===== src/rtl/paralelo_serial_scheduler.sv =====
// ============================================================================
//  Module   : paralelo_serial_scheduler
//  Function : Byte-rate controller in front of the 9-bit parallel-to-serial
//             converter. It sends the link start-up COM words, then
//             round-robin arbitrates NUM_REQ byte requesters onto paralelo.
//             When no requester has data, or the link is disabled, it
//             inserts idle words instead.
//  Options  : BURST_LOCK_EN - when defined, a requester keeps the grant for
//             up to MAX_BURST consecutive words while it stays valid.
//  Revision : 1.0 - initial release
// ============================================================================
`default_nettype none

module paralelo_serial_scheduler #(
  parameter int          NUM_REQ    = 2,
  parameter int          SYNC_COUNT = 4,
  parameter logic [7:0]  IDLE_CODE  = 8'hBC,
  parameter int          MAX_BURST  = 4
) (
  input  logic                   clk2f,
  input  logic                   reset,
  input  logic                   enable,
  input  logic [NUM_REQ*8-1:0]   data_in,
  input  logic [NUM_REQ-1:0]     valid_in,
  output logic [NUM_REQ-1:0]     ready_out,
  output logic [8:0]             paralelo,
  output logic [1:0]             grant_id,
  output logic [1:0]             estado,
  output logic                   sync_done
);

  localparam int CNT_W = (SYNC_COUNT > 1) ? $clog2(SYNC_COUNT) : 1;

  typedef enum logic [1:0] {
    ST_RESET  = 2'd0,
    ST_SYNC   = 2'd1,
    ST_ACTIVE = 2'd2,
    ST_PAUSE  = 2'd3
  } state_t;

  state_t             state;
  logic [CNT_W-1:0]   sync_cnt;
  logic [1:0]         last;

  logic [NUM_REQ-1:0] gnt_oh;
  logic [1:0]         gnt_idx;
  logic               found;
  logic               lock;
  logic [7:0]         sel_byte;

`ifdef BURST_LOCK_EN
  localparam int BURST_W = $clog2(MAX_BURST + 1);
  logic [BURST_W-1:0] burst;
  logic               last_valid;

  // Burst lock: keep the previous winner while it stays valid and has budget
  always_comb begin
    last_valid = 1'b0;
    for (int i = 0; i < NUM_REQ; i++) begin
      if (2'(i) == last) last_valid = valid_in[i];
    end
    lock = (burst != '0) && (burst < BURST_W'(MAX_BURST)) && last_valid;
  end
`else
  assign lock = 1'b0;
`endif

  // Grant selection: search starts just after the last winner, modulo NUM_REQ
  always_comb begin
    gnt_oh  = '0;
    gnt_idx = last;
    found   = 1'b0;
    if (state == ST_ACTIVE && enable) begin
      if (lock) begin
        found = 1'b1;
        for (int i = 0; i < NUM_REQ; i++) begin
          if (2'(i) == last) gnt_oh[i] = 1'b1;
        end
      end else begin
        for (int k = 1; k <= NUM_REQ; k++) begin
          for (int i = 0; i < NUM_REQ; i++) begin
            if (!found && valid_in[i] && (((int'(last) + k) % NUM_REQ) == i)) begin
              found     = 1'b1;
              gnt_oh[i] = 1'b1;
              gnt_idx   = 2'(i);
            end
          end
        end
      end
    end
  end

  // One-hot byte mux driven by the grant vector
  always_comb begin
    sel_byte = '0;
    for (int i = 0; i < NUM_REQ; i++) begin
      if (gnt_oh[i]) sel_byte = data_in[i*8 +: 8];
    end
  end

  assign ready_out = gnt_oh;
  assign estado    = state;
  assign sync_done = (state == ST_ACTIVE) || (state == ST_PAUSE);

  // Link state machine and registered serializer word
  always_ff @(posedge clk2f) begin
    if (reset) begin
      state    <= ST_RESET;
      paralelo <= {1'b0, IDLE_CODE};
      grant_id <= 2'd0;
      sync_cnt <= '0;
      last     <= 2'(NUM_REQ - 1);
    end else begin
      paralelo <= {1'b0, IDLE_CODE};
      case (state)
        ST_RESET: begin
          state    <= ST_SYNC;
          sync_cnt <= '0;
        end
        ST_SYNC: begin
          if (sync_cnt == CNT_W'(SYNC_COUNT - 1)) begin
            state    <= ST_ACTIVE;
            sync_cnt <= '0;
          end else begin
            sync_cnt <= sync_cnt + 1'b1;
          end
        end
        ST_ACTIVE: begin
          if (!enable) begin
            state <= ST_PAUSE;
          end else if (found) begin
            paralelo <= {1'b1, sel_byte};
            grant_id <= gnt_idx;
            last     <= gnt_idx;
          end
        end
        default: begin
          if (enable) state <= ST_ACTIVE;
        end
      endcase
    end
  end

`ifdef BURST_LOCK_EN
  // Burst length of the current grant holder; cleared on any break in the run
  always_ff @(posedge clk2f) begin
    if (reset) begin
      burst <= '0;
    end else if (state == ST_ACTIVE && enable && found) begin
      burst <= lock ? burst + 1'b1 : BURST_W'(1);
    end else begin
      burst <= '0;
    end
  end
`endif

endmodule

`default_nettype wire


===== config.mk =====
export PLATFORM = sky130hd
export DESIGN_NAME = paralelo_serial_scheduler
export DESIGN_NICKNAME = d
export VERILOG_FILES = /design/src/rtl/paralelo_serial_scheduler.sv
export SDC_FILE = /design/constraint.sdc
export NUM_CORES = 1
export LEC_CHECK = 0
export BUFFER_PORTS_ARGS = -buffer_cell sky130_fd_sc_hd__buf_2
export CORE_UTILIZATION = 40
export CTS_CLUSTER_SIZE = 20
export DETAILED_ROUTE_END_ITERATION = 10
export GPL_TIMING_DRIVEN = 0
export MAX_ROUTING_LAYER = met4
export PLACE_DENSITY = 0.72
export SLEW_MARGIN = 20
export SYNTH_ARGS = -nofsm -noshare
export SYNTH_HDL_FRONTEND = slang
export SYNTH_SLANG_ARGS = --single-unit

===== constraint.sdc =====
create_clock -name clk2f -period 1.65 [get_ports clk2f]
set_input_delay 0.165 -clock clk2f [delete_from_list [all_inputs] [get_ports clk2f]]
set_output_delay 0.165 -clock clk2f [all_outputs]
set_load 0.1 [all_outputs]

==> results_dict.tcl <==
set metrics [dict create \
    status "completed" \
    fmaxAchievable_mhz 636 \
    cts_tree "built" \
    grt_pass1_vias 499 \
    synth-compound-area-share 0.185 \
    worstPathCellList "and3b_2 > and3_4 > clkbuf_8 > buf_12" \
    cts_sinks 15 \
    power.density_mw_per_mm2 736 \
    nets 124 \
    period_needed_ns 1.57 \
    startpoint_type "flop" \
    yosys.area.top_type "dfxtp_1" \
    synth_top_family_by_area "simple AND/OR/NAND/NOR gates" \
    vias_per_cell 5.09 \
    initial_core_util 0.450 \
    fill_cells 128 \
    ir_worst_vdd_uv 525 \
    ys_warn_count 0 \
    gr-total-overflow 0 \
    grt_pass1_wl_mm 1.98 \
    die_width_microns 41.2 \
    max_stage_delay_ns 0.37 \
    port_buffers 35 \
    antenna_found_initial 0 \
    power.leakage_nw 0.431 \
    die_h_microns 41.2 \
    syn_area_sq_um 614 \
    first_pass_iters 4 \
    syn_inst 62 \
    ant_nets 0 \
    cp.required_ns 1.48 \
    grt_max_degree 11 \
    insertion_delay_ns 0.28 \
    hold_path_class "input port to flop" \
    critPathKind "flop to primary output" \
    setup_viol 0 \
    ys_top_cells_by_area "dfxtp_1 49%, a221o_1 8.1%, nand3_1 5.7%" \
    drv_slew 0 \
    path_clk_slew_ns 0.09 \
    yosysTopAreaCellShare 0.489 \
    clockBufferDepth 2 \
    wl_met2_microns 608 \
    fin_ws_ns 0.0773 \
    place_ws_ns 0.0515 \
    syn_to_final_growth_pct 44.6 \
    io_pins 37 \
    muxShareOfSynthArea 0 \
    track_usage 0.189 \
    critPathCaptureType "primary output" \
    rsz0062_at_grt "false" \
    synth_xor_area_frac 0 \
    fin_crit_sh 0.953 \
    drtIter0Drc 8 \
    rows 13 \
    final_cells 116 \
    finalWirelength_mm 1.31 \
    arrival_ns 1.41 \
    multi_input_area_sq_um 274 \
    wl_met1_microns 581 \
    path_max_fanout 7 \
    core-area_sq_mm 0.00137 \
    antenna_cells 0 \
    clockRootBuffer "clkbuf_4" \
    gp_congestion 0.821 \
    ys_ff_latch 15 \
    vias 590 \
    die-area_sq_mm 0.00170 \
    hpwl_microns 988 \
    syn-num-nets 84 \
    seq_area_frac_synth 0.489 \
    fin_worst_skew_ns 0.00386 \
    wl_per_cell_microns 11.3 \
    seqCellArea_sq_um 308 \
    avgSynthCellArea_sq_um 9.91 \
    drc 0 \
    hold_viol 0 \
    synth_simple_gate_area_frac 0.218 \
    htreeDepth 1 \
    highest_layer "met4" \
    layout-drive-gt1-share 0.495 \
    maxCapViolations 0 \
    cts_buffers 3 \
    synth.distinct_cells 23 \
    route.met3.wl_microns 109 \
    yosys.area_share.adder 0.0204 \
    place_inst 112 \
    cp_slowest_cell "dfxtp_4" \
]
==> synth_stat cells (all sizes together) <==
library cell and n:
a21oi 4, a221o 5, conb 1, and3b 1, or3 1, nand3 7, nand2b 1, a211oi 4
a211o 1, dfxtp 15, inv 2, clkbuf 1, nand3b 2, o21ai 1, and3 1, dlygate4sd1 1
nor4b 1, nand2 4, nor2 5, buf 3, ha 1
==> power breakdown <==
part           total (W)  internal [W]  switching [W]
clock network   0.000209     0.0000897       0.000119
logic          0.0000757     0.0000290      0.0000467
registers       0.000369      0.000364     0.00000463
total           0.000653      0.000483       0.000171
==> state kept, by name (all words and copies together), names as in the netlist <==
signal and count:
sync_cnt 2, last 1, paralelo 9, grant_id 1, estado 2
==> timing repair <==
action / in CTS / in global routing
endpoints found under the setup margin: 2 / 2
hold buffers: 0 / 0
resized for setup: 8 / 1
buffers inserted: 0 / 1
==> final cells by class <==
class,count,share of cell area
inverters,2,0.0127
multi-input cells,40,0.308
clock inverters,1,0.00563
flip-flops and latches,15,0.346
repair buffers,36,0.234
clock buffers,3,0.0254
plain buffers,4,0.0465
well taps,15,0.0211
==> placed cells by master, fill, tap and decap left out <==
master,count
nand3_2,1
buf_2,33
or3_1,1
dlygate4sd1_1,1
a211o_1,1
ha_1,1
nand2_1,4
a221o_1,5
buf_4,2
buf_12,1
nand3b_4,1
nor2_1,5
dfxtp_1,13
and3_4,1
clkbuf_4,3
conb_1,1
buf_8,1
nor4b_1,1
inv_1,1
nand3_1,6
a211oi_1,4
clkbuf_8,1
nand2b_1,1
o21ai_0,1
clkinv_2,1
nand3b_1,1
and3b_2,1
clkinvlp_4,1
dfxtp_4,2
buf_6,1
a21oi_1,4
==> critical path: cells and delay by family (launching register included) <==
family	cells	cell delay, ns
and+or+nand+nor	2	0.44
DFF	1	0.37
buffers and inverters	2	0.31
==> cell families (layout without fill, tap and decap cells) <==
group,Yosys count,count (layout)
simple gates,23,23
compound gates,15,15
flops,15,15
buf+inv,7,46
fa+ha+maj,1,1
other cells,1,1
==> per-layer routing <==
layer	GRT usage	vias up
li1	-	302
met3	0.0543	2
met1	0.216	262
met2	0.297	24
met4	0.0968	0
met5	-	-
==> path summary, 6_finish.rpt <==
check,from,end,slack (ns),cells after the start
worst max-delay path,estado[0],ready_out[0],0.08,4
worst min-delay path,data_in[12],paralelo[4],0.10,2
worst max register to register,estado[1],paralelo[5],0.14,5
worst min register to register,sync_cnt[1],sync_cnt[1],0.47,2
==> per-stage QoR <==
stage | util | hold slack [ns] | TNS [ns] | total power [W] | instance area (sq um)
3_3_place_gp | 0.606 | 0.394 | 0 | 0.000451 | 828
4_1_cts | 0.650 | 0.0989 | -0.00468 | 0.000662 | 888
3_5_place_dp | 0.606 | 0.391 | 0 | 0.000452 | 828
5_1_grt | 0.650 | 0.103 | 0 | 0.000685 | 888
6_report | 0.650 | 0.105 | 0 | 0.000653 | 888
2_1_floorplan | - | 0.228 | -1.49 | 0.000418 | 634
Power figures use the tool's default switching activity.
